`src/rtl/clock_divider_multi_if.sv`:
```
// clock_divider_multi_if
// Divisor write bus for clock_divider_multi.
//   div_we   - one-cycle write strobe
//   div_sel  - channel addressed by the write
//   div_data - divisor value written into the addressed channel
// master: drives the bus (controller / testbench); slave: the divider.
interface clock_divider_multi_if #(
  parameter int SEL_WIDTH = 2,
  parameter int CNT_WIDTH = 32
);
  logic                 div_we;
  logic [SEL_WIDTH-1:0] div_sel;
  logic [CNT_WIDTH-1:0] div_data;

  modport master (output div_we, output div_sel, output div_data);
  modport slave  (input  div_we, input  div_sel, input  div_data);
endinterface

```
`src/rtl/clock_divider_multi.sv`:
```
// clock_divider_multi
// Multi-channel programmable clock divider. Each channel toggles clk_out
// every A+1 enabled input cycles and pulses tick for the cycle following
// each toggle. Divisor writes land in a pending register and are adopted
// only at a toggle, on disable or on sync, so no half-period is ever cut.
// Ports:
//   clk_in   - single clock for all channels
//   reset_n  - asynchronous active-low reset
//   enable   - per-channel run enable
//   sync     - synchronous phase restart of all channels
//   div_bus  - divisor write bus (div_we / div_sel / div_data)
//   clk_out  - registered divided clocks
//   tick     - one-cycle pulse per clk_out toggle
module clock_divider_multi #(
  parameter int CHANNELS    = 4,
  parameter int CNT_WIDTH   = 32,
  parameter int DEFAULT_DIV = 10,
  parameter int SEL_WIDTH   = 2
) (
  input  logic                    clk_in,
  input  logic                    reset_n,
  input  logic [CHANNELS-1:0]     enable,
  input  logic                    sync,
  clock_divider_multi_if.slave    div_bus,
  output logic [CHANNELS-1:0]     clk_out,
  output logic [CHANNELS-1:0]     tick
);

  logic [CNT_WIDTH-1:0] p_q [CHANNELS];
  logic [CNT_WIDTH-1:0] p_d [CHANNELS];
  logic [CNT_WIDTH-1:0] a_q [CHANNELS];
  logic [CNT_WIDTH-1:0] a_d [CHANNELS];
  logic [CNT_WIDTH-1:0] c_q [CHANNELS];
  logic [CNT_WIDTH-1:0] c_d [CHANNELS];
  logic [CHANNELS-1:0]  out_q, out_d;
  logic [CHANNELS-1:0]  tick_q, tick_d;

  always_comb begin
    out_d  = out_q;
    tick_d = '0;
    for (int i = 0; i < CHANNELS; i++) begin
      p_d[i] = p_q[i];
      a_d[i] = a_q[i];
      c_d[i] = c_q[i];

      // Selects at or above CHANNELS never match any i, so they are dropped.
      if (div_bus.div_we && (div_bus.div_sel == SEL_WIDTH'(i)))
        p_d[i] = div_bus.div_data;

      if (sync || !enable[i]) begin
        // Idle/restart: adopt the pending divisor including a same-cycle write.
        c_d[i]    = '0;
        out_d[i]  = 1'b0;
        tick_d[i] = 1'b0;
        a_d[i]    = p_d[i];
      end else if (c_q[i] >= a_q[i]) begin
        // >= rather than == so a shrinking divisor can never strand C above A.
        c_d[i]    = '0;
        out_d[i]  = ~out_q[i];
        tick_d[i] = 1'b1;
        a_d[i]    = p_q[i];
      end else begin
        c_d[i]    = c_q[i] + CNT_WIDTH'(1);
        tick_d[i] = 1'b0;
      end
    end
  end

  always_ff @(posedge clk_in or negedge reset_n) begin
    if (!reset_n) begin
      for (int i = 0; i < CHANNELS; i++) begin
        p_q[i] <= CNT_WIDTH'(DEFAULT_DIV);
        a_q[i] <= CNT_WIDTH'(DEFAULT_DIV);
        c_q[i] <= '0;
      end
      out_q  <= '0;
      tick_q <= '0;
    end else begin
      for (int i = 0; i < CHANNELS; i++) begin
        p_q[i] <= p_d[i];
        a_q[i] <= a_d[i];
        c_q[i] <= c_d[i];
      end
      out_q  <= out_d;
      tick_q <= tick_d;
    end
  end

  assign clk_out = out_q;
  assign tick    = tick_q;

endmodule

```
`src/flat_wrapper.sv`:
```
// flat-port wrapper written by rule: the top's interface ports become plain ports
module clock_divider_multi_flat 
#(
  parameter int CHANNELS    = 4,
  parameter int CNT_WIDTH   = 32,
  parameter int DEFAULT_DIV = 10,
  parameter int SEL_WIDTH   = 2
)
  (clk_in, reset_n, enable, sync, clk_out, tick, div_bus_div_we, div_bus_div_sel, div_bus_div_data);
  clock_divider_multi_if #(.SEL_WIDTH(SEL_WIDTH), .CNT_WIDTH(CNT_WIDTH)) div_bus_i ();
  input  logic clk_in;
  input  logic reset_n;
  input  logic [CHANNELS-1:0] enable;
  input  logic sync;
  output logic [CHANNELS-1:0] clk_out;
  output logic [CHANNELS-1:0] tick;
  input wire logic [$bits(div_bus_i.div_we)-1:0] div_bus_div_we;
  input wire logic [$bits(div_bus_i.div_sel)-1:0] div_bus_div_sel;
  input wire logic [$bits(div_bus_i.div_data)-1:0] div_bus_div_data;
  assign div_bus_i.div_we = div_bus_div_we;
  assign div_bus_i.div_sel = div_bus_div_sel;
  assign div_bus_i.div_data = div_bus_div_data;
  clock_divider_multi #(.CHANNELS(CHANNELS), .CNT_WIDTH(CNT_WIDTH), .DEFAULT_DIV(DEFAULT_DIV), .SEL_WIDTH(SEL_WIDTH)) u_core (.clk_in(clk_in), .reset_n(reset_n), .enable(enable), .sync(sync), .div_bus(div_bus_i), .clk_out(clk_out), .tick(tick));
endmodule
```
`config.mk`:
```
export PLATFORM = sky130hd
export DESIGN_NAME = clock_divider_multi_flat
export DESIGN_NICKNAME = d
export VERILOG_FILES = /design/src/rtl/clock_divider_multi_if.sv /design/src/rtl/clock_divider_multi.sv /design/src/flat_wrapper.sv
export SDC_FILE = /design/constraint.sdc
export NUM_CORES = 1
export LEC_CHECK = 0
export CAP_MARGIN = 20
export CORE_MARGIN = 5
export CORE_UTILIZATION = 53
export DETAILED_ROUTE_END_ITERATION = 16
export PLACE_DENSITY = 0.74
export SLEW_MARGIN = 0
export SYNTH_ARGS = -nofsm -noshare
export SYNTH_HDL_FRONTEND = slang
export SYNTH_SLANG_ARGS = --single-unit
```
`constraint.sdc`:
```
create_clock -name clk_in -period 3.5 [get_ports clk_in]
set_input_delay 0.35 -clock clk_in [delete_from_list [all_inputs] [get_ports clk_in]]
set_output_delay 0.35 -clock clk_in [all_outputs]
set_load 0.03 [all_outputs]
```
# --- After elaboration in Yosys (flattened, before gate mapping) ---
# Cells that the tools add are included.
totals:
  regBits: 392
  latch_bits: 0
  mem_bits_rw: 0
  mem_bits_ro: 0
  input_bits: 42
  n_memories: 0
op_classes:
  add_sub_neg: 4
  n_mul: 0
  div_mod_pow: 0
  order_cmp: 4
  n_eq_ne: 3
  shift: 0
  mux: 36
  bitwise: 4
  reduce_logical: 17
op_table:
  columns: ["operator", "n"]
  rows:
  - ["32-bit 2-to-1 mux", 20]
  - ["32-bit by 1-bit adder with 32-bit output (second input constant)", 4]
  - ["32-bit greater-or-equal comparator", 4]
  - ["1-bit 2-to-1 mux", 16]
  - ["2-bit nonzero test", 4]
  - ["2-bit == test (second input constant)", 2]
  - ["1-bit logical AND", 4]
  - ["1-bit logical NOT", 4]
  - ["1-bit logical OR", 4]
  - ["1-bit NOT", 4]
  - ["2-bit by 1-bit == test with 1-bit output (second input constant)", 1]
  - ["2-bit logical NOT", 1]

# --- Longest topological paths before layout ---
# Gate-level depths: netlist (run 1).
depth:
  ltp_word: 4
  mapped_depth: 11

# --- Least setup slack after synthesis (run 1) ---
# OpenSTA, ideal clock, no wires.
synth_timing:
  path_type: "register to register"
  start: "register u_core.c_q[15] (netlist name)"
  end: "register u_core.c_q[10] (netlist name)"
  t_arrival_ps: 2266
  slack_ps: 1098
  stages_incl_launch_ff: 11
  synth_period_minus_slack_ps: 2402
  cell_sequence: "dfrtp_1 ha_1 nand2_1 nor4_2 or4b_1 a31oi_1 buf_6 nand2b_1 buf_4 buf_6 nor3_1"
synth_rtl:
  columns: ["item", "line", "text"]
  rows:
  - ["start: declaration", "clock_divider_multi.sv:33", "logic [CNT_WIDTH-1:0] c_q [CHANNELS];"]
  - ["start signal: indexed assignment", "clock_divider_multi.sv:82", "c_q[i] <= c_d[i];"]

# --- Worst setup path after layout (run 1) ---
layout_timing:
  start: "register u_core.c_q[126] (netlist name)"
  end: "register u_core.a_q[105] (netlist name)"
layout_between:
  elab_chain_cells: 2
layout_lines:
  columns: ["item", "line", "text"]
  rows:
  - ["32-bit greater-or-equal comparator", "clock_divider_multi.sv:56", "end else if (c_q[i] >= a_q[i]) begin"]
  - ["2-bit nonzero test (no source line)", null, null]
  - ["end signal: indexed assignment", "clock_divider_multi.sv:73", "a_q[i] <= CNT_WIDTH'(DEFAULT_DIV);"]
  - ["end signal: indexed assignment", "clock_divider_multi.sv:81", "a_q[i] <= a_d[i];"]
  - ["end: declaration", "clock_divider_multi.sv:31", "logic [CNT_WIDTH-1:0] a_q [CHANNELS];"]
# No other way between the ends.
# A chain may end at the register's enable or synchronous reset.

==> metrics.txt, run 1 <==
Avg Cell Area, Syn=9.877 um^2; CP max stage cell=or2_2; Reg-to-Reg End=u_core.a_q[105]$_DFFE_PN0P_; distinct cell type count after synthesis=50; drt first-iter violations=1187; synth warn=0; post-synth top area cell=dfrtp_1; H-tree Lvls=2; largest net degree at the start of global routing=92; Worst EP arrival=approximately 3.4 ns; DR vias/cell=6.009; crit-path cells=ha_1, nand4_1, nor4_1, nand2_1, a21oi_2, or2_2, buf_4, o211ai_1; nets=2353; reg2reg start=u_core.c_q[126]$_DFF_PN0_; Area growth, synth to finish=11.74%; wire per inst=a little under 20 um; f_max=337.8 MHz; area of the multi-input gates=0.01060 mm^2; sw frac=0.2669; drt pass-1 iters=5; final std cells w/o fill=2743; filler instances=3236; final core occ=0.6014; Setup violations, final=0; Buffers & Inverters on Critical Path=1; status=finished clean; drc violations=0; critical path startpoint category=flip-flop; clock skew=0.01987 ns; Top Family by Delay on Critical Path=simple AND/OR/NAND/NOR gates; CP endpoint kind=flip-flop; CTS sink cnt=392; post-synthesis sequential area ratio=0.4576; first-pass GRT wire length=88.65 mm; max_cap viols=0; gpl congestion=0.8443; maximum VDD drop=roughly 350 uV; Antenna Nets Post-Route=0; RSZ-0062 raised after global routing=no; Initial Util=0.5382; total negative slack=0 ns; Row Count=73; die span in x=211.3 um; Synth area leaders=dfrtp_1, ha_1, o211ai_1; total grt overflow=0; CP max FO=36; Vias=16.48k; Clock transition at path regs=0.06 ns; Port Buffers=49; Worst-Skew Late Latency=0.58 ns; max-slew violation count=0; minimum clock period=about 3.0 ns; HPWL Detailed=34.47 mm; Final Hold Fails=0; clock buffer depth=3; hold_ws=0.3938 ns; Reg2Reg Setup Slack=0.54 ns; full die area=0.04466 mm^2; initial antenna violation count=8; PwrDens=approximately 500 mW/mm^2; Final Cycle Share=0.8457; number of global-route vias before repair=16.71k; Worst slew margin=0.3925; critical path class=reg2reg; Hold Path Class=in2async; asr flop ratio synth=1.000; GRT Util Overall=0.2449; most common cell after layout, fill and taps aside=dfrtp_1; Root Buffer Master=clkbuf_16; Leak=10.25 nW; CP startpoint=u_core.c_q[126]$_DFF_PN0_; Sequential Area=between 0.009 and 0.01 mm^2; Required @ worst endpoint=3.94 ns; Synth Flop Type=dfrtp_1; Sw Pwr=between 3 and 4 mW; Boundary Pins=50; most frequent cells in the layout=dfrtp_1, nand2_1, o211ai_1, nor3_1, inv_1; Synth top area share=0.4380; Final Power=around 12 mW; core footprint=around 0.04 mm^2; EDFF count, synth=0; Post-Place Cells=2657; CP peak stage delay=around 0.61 ns; worst slew pin tran=between 0.8 and 0.9 ns; combinational share of power=0.141; Total Wirelength=54.40 mm; sequential share of power=0.452; CTS tree=built; worst reg-to-reg path cell count=8; Mapped Area=0.02148 mm^2; syn_nets=2349; CTS buffer count=between 40 and 50; Syn Inst Count=2175; CP Depth=8; DIE HEIGHT=211.3 um; post-synthesis register bit count=392; fraction of layout cells with a size suffix above 1=0.1354; Pint=8.767 mW; Clk network pwr share=0.407
[worst register-to-register path: stages, from the launching register on]
cell and delay [ns]:
dfrtp_1 0.41, ha_1 0.34, nand4_1 0.14, nor4_1 0.40, nand2_1 0.13, a21oi_2 0.15
or2_2 0.61, buf_4 0.47, o211ai_1 0.17
[timing repair]
action                    4_1_cts  5_1_grt
gates resized for setup         0        0
hold buffers                    1        0
buffers inserted                0        0
hold endpoints to repair       80        0
[area by class of cell]
type / instances / area share
Clock inverter: 21 / 0.01089
Tap cell: 525 / 0.02737
Inverter: 138 / 0.02158
Clock buffer: 61 / 0.05275
Timing Repair Buffer: 88 / 0.03607
Antenna cell: 3 / 0.0003127
Multi-Input combinational cell: 1515 / 0.4415
Sequential cell: 392 / 0.4095
[per-stage QoR]
| step | cell area, um^2 | setup slack [ns] |
|---|---|---|
| detailed placement | 22460 | 0.5689 |
| global route | 24000 | 0.2485 |
| floorplan | 21480 | 1.098 |
| global placement | 22460 | 0.6718 |
| finish | 24000 | 0.5400 |
| CTS | 24000 | 0.5573 |
[synth_stat cells, types with 6 or more instances]
cell type	n
nand2_1	289
xnor2_1	43
dfrtp_1	376
mux2_2	128
a21oi_1	55
dfstp_2	16
nor2_1	105
nor3_2	22
nor3b_1	8
nand4_1	81
and4_1	14
clkbuf_1	89
nor4_1	7
inv_1	138
nand3_1	33
nand2b_1	39
mux2i_1	31
ha_1	132
o211ai_1	195
and3_1	26
xor2_1	77
buf_2	18
o21ai_0	27
and2_1	10
nor3_1	148
buf_1	9
buf_6	6
[flip-flops by register name, summed over array words and instances (netlist names)]
register and count:
u_core.a_q 128, u_core.p_q 128, u_core.clk_out 4, u_core.tick 4
u_core.c_q 128
[cell families after synthesis]
kind of cell	Yosys count	synth area share
AO/OA/AOI/OAI	297	0.09570
XOR/XNOR	120	0.04893
adder cells (fa/ha/maj)	132	0.07688
buffers and inverters	268	0.05312
flip-flops	392	0.4576
multiplexers	159	0.08154
AND/OR/NAND/NOR	807	0.1863
[power groups by stage]
stage / Clock [mW] / Combinational (mW) / Sequential [mW]
finish: 4.86 / 1.69 / 5.41
global route: 5.14 / 1.91 / 5.47
CTS: 4.94 / 1.70 / 5.40
detailed placement: 0 / 1.68 / 5.48
global placement: 0 / 1.60 / 5.45
floorplan: 0 / 1.18 / 5.39
[worst max path at each step]
stage                                              to
final                     u_core.a_q[105]$_DFFE_PN0P_
after global routing      u_core.a_q[101]$_DFFE_PN0P_
after CTS                 u_core.a_q[110]$_DFFE_PN0P_
after detailed placement  u_core.a_q[108]$_DFFE_PN0P_
after global placement    u_core.a_q[108]$_DFFE_PN0P_
after floorplan              u_core.c_q[10]$_DFF_PN0_
[metal layers]
metal / share of wire / global-route usage / up-vias
met5: 0.00074 / 0 / -
met4: 0.041 / 0.09707 / 6
met3: 0.062 / 0.05127 / 134
met2: 0.47 / 0.3879 / 424
met1: 0.43 / 0.3329 / 8250
li1: - / - / 7668
(Power assumes the default switching activity.)
==> run 2: changes to the inputs <==
Clock period 3.5 ns to 3.05 ns, I/O delays scaled along.
==> run 2 against run 1 <==
  * Maximum frequency up 6.4%
  * Die area unchanged
  * Critical path depth up 1
  * Wire length down 1.7%
  * Power up 14%
  * Via count about the same
  * Non-clock buffer count up 4
  * Clock power up 12%
  * Worst hold slack worse by 0.13 ns
  * Global-route usage down 0.49 points
  * Largest cell class unchanged
  * Highest routed layer is now met4
==> metrics.txt, run 2 (synthesized netlist as in run 1, its figures left out) <==
drc violations=0; Antenna Nets Post-Route=0; Total Wirelength=53.48 mm; critical path class=reg2reg; DR vias/cell=6.010; Leak=just over 10 nW; reg2reg start=u_core.c_q[64]$_DFF_PN0_; CP max FO=37; Worst slew margin=0.5741; Setup violations, final=0; metal2 WL=between 20 and 30 mm; die span in x=roughly 210 um; max_cap viols=0; PostCTS Resize Cnt=0; critical path startpoint category=flip-flop; clock skew=0.01248 ns; f_max=359.4 MHz; HPWL Detailed=34.48 mm; fraction of layout cells with a size suffix above 1=0.1354; Root Buffer Master=clkbuf_16; Largest regs=u_core.a_q (128), u_core.c_q (128), u_core.p_q (128); nets=approximately 2.4k; Clock transition at path regs=0.06 ns; Required @ worst endpoint=roughly 3.5 ns; status=finished clean; Area growth, synth to finish=12.00%; met3 wire length=between 2 and 3 mm; top layer in use=met4; CTS buffer count=43; total grt overflow=0; M1 WL=23.07 mm; final worst slack=0.2676 ns; largest net degree at the start of global routing=between 90 and 100; Initial Util=0.5382; maximum VDD drop=approximately 600 uV; H-tree Lvls=2; gpl congestion=0.8501; Reg2Reg Setup Slack=0.27 ns; most common cell after layout, fill and taps aside=dfrtp_1; drt first-iter violations=1271; Final Hold Fails=0; max-slew violation count=0; worst reg-to-reg path cell count=9; Final Cycle Share=0.9123; Post-Place Cells=2661; Hold Path Class=in2async; Vias=~16k; CTS sink cnt=392; GRT Util Overall=0.2400; Row Count=73; core footprint=0.03991 mm^2; pre-CTS WS=0.2973 ns; Reg-to-Reg End=u_core.a_q[68]$_DFFE_PN0P_; initial antenna violation count=6; worst slew pin tran=0.6365 ns; Worst EP arrival=3.23 ns; hold_ws=~0.27 ns; RSZ-0062 raised after global routing=no; CP startpoint=u_core.c_q[64]$_DFF_PN0_; Port Buffers=49; wire per inst=19.50 um; Worst-Skew Late Latency=0.54 ns; PwrDens=564.5 mW/mm^2; most frequent cells in the layout=dfrtp_1, nand2_1, o211ai_1, nor3_1, inv_1; first-pass GRT wire length=87.57 mm; DIE HEIGHT=211.3 um; final std cells w/o fill=approximately 2.7k; clock buffer depth=3; crit path capture=u_core.a_q[68]$_DFFE_PN0P_; full die area=0.04466 mm^2; total negative slack=0 ns; minimum clock period=~2.8 ns; CTS tree=built; Boundary Pins=50; drt pass-1 iters=6; CP endpoint kind=flip-flop; number of global-route vias before repair=between 15k and 20k
run 2: layout make-up:
| type | count | area [um^2] |
|---|---|---|
| Inverter | 138 | 518.0 |
| Sequential cell | 392 | 9829 |
| Clock inverter | 16 | 188.9 |
| Clock buffer | 62 | 1280 |
| Multi-Input combinational cell | 1515 | 10600 |
| Antenna cell | 2 | 5.005 |
| Tap cell | 525 | 656.9 |
| Timing Repair Buffer | 92 | 983.4 |
| Fill cell | 3215 | 15850 |
run 2: how the worst min path moves through the flow:
stage / start / to / slack [ns]
6_report: reset_n / u_core.c_q[22]$_DFF_PN0_ / 0.27
5_1_grt: reset_n / u_core.c_q[23]$_DFF_PN0_ / 0.30
4_1_cts: reset_n / u_core.a_q[64]$_DFFE_PN0P_ / 0.28
3_5_place_dp: reset_n / u_core.c_q[23]$_DFF_PN0_ / 0.24
3_3_place_gp: reset_n / u_core.c_q[22]$_DFF_PN0_ / 0.24
2_1_floorplan: reset_n / u_core.a_q[0]$_DFFE_PN0P_ / 0.009
run 2: stage by stage:
step | total power [mW] | area (um^2) | utilization
2_1_floorplan | 7.538 | 21480 | -
3_3_place_gp | 8.108 | 22580 | 0.5656
3_5_place_dp | 8.244 | 22580 | 0.5656
4_1_cts | 13.69 | 24060 | 0.6027
5_1_grt | 14.23 | 24060 | 0.6027
6_report | 13.58 | 24060 | 0.6028
run 2: layer usage:
layer  vias up  track usage
li1       7683            -
met1      8222       0.3278
met2       448       0.3850
met3       127      0.03838
met4         0      0.09929
met5         -            0
run 2: where the power goes:
group	switching, mW	internal [mW]
logic	1.11	0.846
registers	0.329	5.88
clock network	2.16	3.25
total	3.60	9.98
run 2: critical path, stage by stage, from the launching register on:
cell and delay, ns:
dfrtp_1 0.39, inv_1 0.06, ha_1 0.28, nand2b_1 0.14, a2111o_1 0.42, a32oi_1 0.27
a21oi_2 0.11, or2_2 0.43, buf_4 0.32, o211ai_1 0.25
run 2: what timing repair did:
item,in CTS,in global routing
hold buffers,1,0
setup buffers,0,0
endpoints found under the hold margin,40,0
==> run 3: changes to the inputs <==
==> constraint.sdc (replaced) <==
create_clock -name clk_in -period 3.05 [get_ports clk_in]
set_input_delay 0.915 -clock clk_in [delete_from_list [all_inputs] [get_ports clk_in]]
set_output_delay 0.915 -clock clk_in [all_outputs]
set_load 0.03 [all_outputs]
==> run 3 against run 2 <==
  * Global-route usage grew 0.21 points
  * Final cell count grew 0.15%
  * First-iteration DRC count grew 3.6%
  * Worst hold slack gained 0.040 ns
  * Clock power shrank 3%
  * Critical path depth shrank 1
  * Sequential share of layout area shrank 0.057 points
  * Core utilization grew 0.085 points
  * Wire length grew 1.0%
  * Register-to-register slack gained 0.05 ns
  * Worst setup slack gained 0.046 ns
  * Via count shrank 0.12%
  * Largest power group unchanged
==> metrics.txt, run 3 (synthesized netlist as in run 1, its figures left out) <==
first-pass GRT wire length=about 88 mm; Setup Buffers After CTS=0; maximum VDD drop=about 410 uV; Worst slew margin=0.5471; max_cap viols=0; Top Family by Delay on Critical Path=simple AND/OR/NAND/NOR gates; PostCTS Resize Cnt=0; Port Buffers=49; DIE HEIGHT=211.3 um; nets=around 2.4k; most common cell after layout, fill and taps aside=dfrtp_1; Area growth, synth to finish=12.16%; Hold Path Class=in2async; Buffers & Inverters on Critical Path=1; Root Buffer Master=clkbuf_16; gpl congestion=0.8339; Boundary Pins=50; critical path startpoint category=flip-flop; GRT Util Overall=0.2421; full die area=between 0.04 and 0.05 mm^2; total negative slack=0 ns; initial antenna violation count=5; number of global-route vias before repair=between 15k and 20k; Initial Util=0.5382; drt first-iter violations=1317; Total Wirelength=54.03 mm; Final Hold Fails=0; CP max FO=20; PwrDens=~560 mW/mm^2; drc violations=0; total grt overflow=0; largest net degree at the start of global routing=73; RSZ-0062 raised after global routing=no; Worst EP arrival=3.16 ns; CP max stage cell=or4b_1; most frequent cells in the layout=dfrtp_1, nand2_1, o211ai_1, nor3_1, inv_1; clock buffer depth=3; status=finished clean; combinational share of power=0.147; Row Count=73; wire per inst=19.68 um; fraction of layout cells with a size suffix above 1=0.1344; CTS buffer count=43; f_max=~370 MHz; CP peak stage delay=0.53 ns; Required @ worst endpoint=3.48 ns; sequential share of power=0.462; crit-path cells=ha_1, nand2_1, nor4_2, or4b_1, a31oi_4, buf_4, mux2i_1, nor3_2; HPWL Detailed=about 35 mm; max-slew violation count=0; drt pass-1 iters=7; clock skew=0.009025 ns; worst slew pin tran=between 0.6 and 0.7 ns; Final Cycle Share=0.8971; Pint=around 10 mW; Leak=10.30 nW; critical path class=reg2reg; Antenna Nets Post-Route=0; CTS tree=built; Clock transition at path regs=0.06 ns; Vias=16.46k; Clk network pwr share=0.391; DR vias/cell=5.994; H-tree Lvls=2; Largest regs=u_core.a_q (128), u_core.c_q (128), u_core.p_q (128); CP endpoint kind=flip-flop; Post-Place Cells=2665; Sw Pwr=3.559 mW; minimum clock period=2.736 ns; core footprint=0.03991 mm^2; Setup violations, final=0; Worst-Skew Late Latency=0.54 ns; sw frac=0.2648; Hold Buf Count CTS=0; final std cells w/o fill=around 2.7k; CTS sink cnt=392; die span in x=211.3 um
## run 3: path summary, 6_finish.rpt
path | to | slack [ns] | from | cells after the start
max in group asynchronous | u_core.p_q[35]$_DFF_PN1_ | 1.92 | reset_n | 2
min in group clk_in | u_core.a_q[65]$_DFFE_PN1P_ | 0.50 | u_core.a_q[65]$_DFFE_PN1P_ | 2
worst min-delay path | u_core.c_q[0]$_DFF_PN0_ | 0.31 | reset_n | 1
worst min register to register | u_core.a_q[65]$_DFFE_PN1P_ | 0.50 | u_core.a_q[65]$_DFFE_PN1P_ | 2
worst max register to register | u_core.a_q[16]$_DFFE_PN0P_ | 0.31 | u_core.c_q[15]$_DFF_PN0_ | 8
worst max-delay path | u_core.a_q[16]$_DFFE_PN0P_ | 0.31 | u_core.c_q[15]$_DFF_PN0_ | 8
## run 3: power by group through the flow
stage / Clock [mW] / Combinational (mW) / Sequential, mW
after detailed placement: 0 / 1.97 / 6.29
after CTS: 5.34 / 1.98 / 6.21
final: 5.25 / 1.97 / 6.21
after global routing: 5.55 / 2.23 / 6.28
after floorplan: 0 / 1.35 / 6.19
after global placement: 0 / 1.86 / 6.26
## run 3: stage by stage
| step | worst slack (ns) | hold slack (ns) | utilization | instance area, um^2 | total power, mW |
|---|---|---|---|---|---|
| final | 0.3139 | 0.3073 | 0.6036 | 24090 | 13.44 |
| after global routing | 0.1177 | 0.3300 | 0.6034 | 24080 | 14.06 |
| after CTS | 0.3065 | 0.3087 | 0.6034 | 24080 | 13.53 |
| after detailed placement | 0.3231 | 0.4897 | 0.5679 | 22670 | 8.261 |
| after global placement | 0.4226 | 0.4808 | 0.5679 | 22670 | 8.118 |
| after floorplan | 0.6477 | 0.4573 | - | 21480 | 7.538 |
## run 3: layer usage
| layer | track usage | part of all wire |
|---|---|---|
| met5 | 0 | 0 |
| met4 | 0.07841 | 0.031 |
| met3 | 0.04179 | 0.054 |
| met2 | 0.4071 | 0.49 |
| met1 | 0.3216 | 0.43 |
## run 3: area by class of cell
type | count | area, um^2
Antenna cell | 4 | 10.01
Sequential cell | 392 | 9829
Tap cell | 525 | 656.9
Fill cell | 3255 | 15820
Clock buffer | 66 | 1285
Clock inverter | 11 | 130.1
Timing Repair Buffer | 95 | 1066
Inverter | 138 | 518.0
Multi-Input combinational cell | 1515 | 10600
## run 3: worst register-to-register path, delay by kind of cell (launching register included)
family | cells | cell delay (ns)
simple gates | 4 | 1.01
mux | 1 | 0.29
flops | 1 | 0.42
fa+ha+maj | 1 | 0.31
compound gates | 1 | 0.23
buf+inv | 1 | 0.35
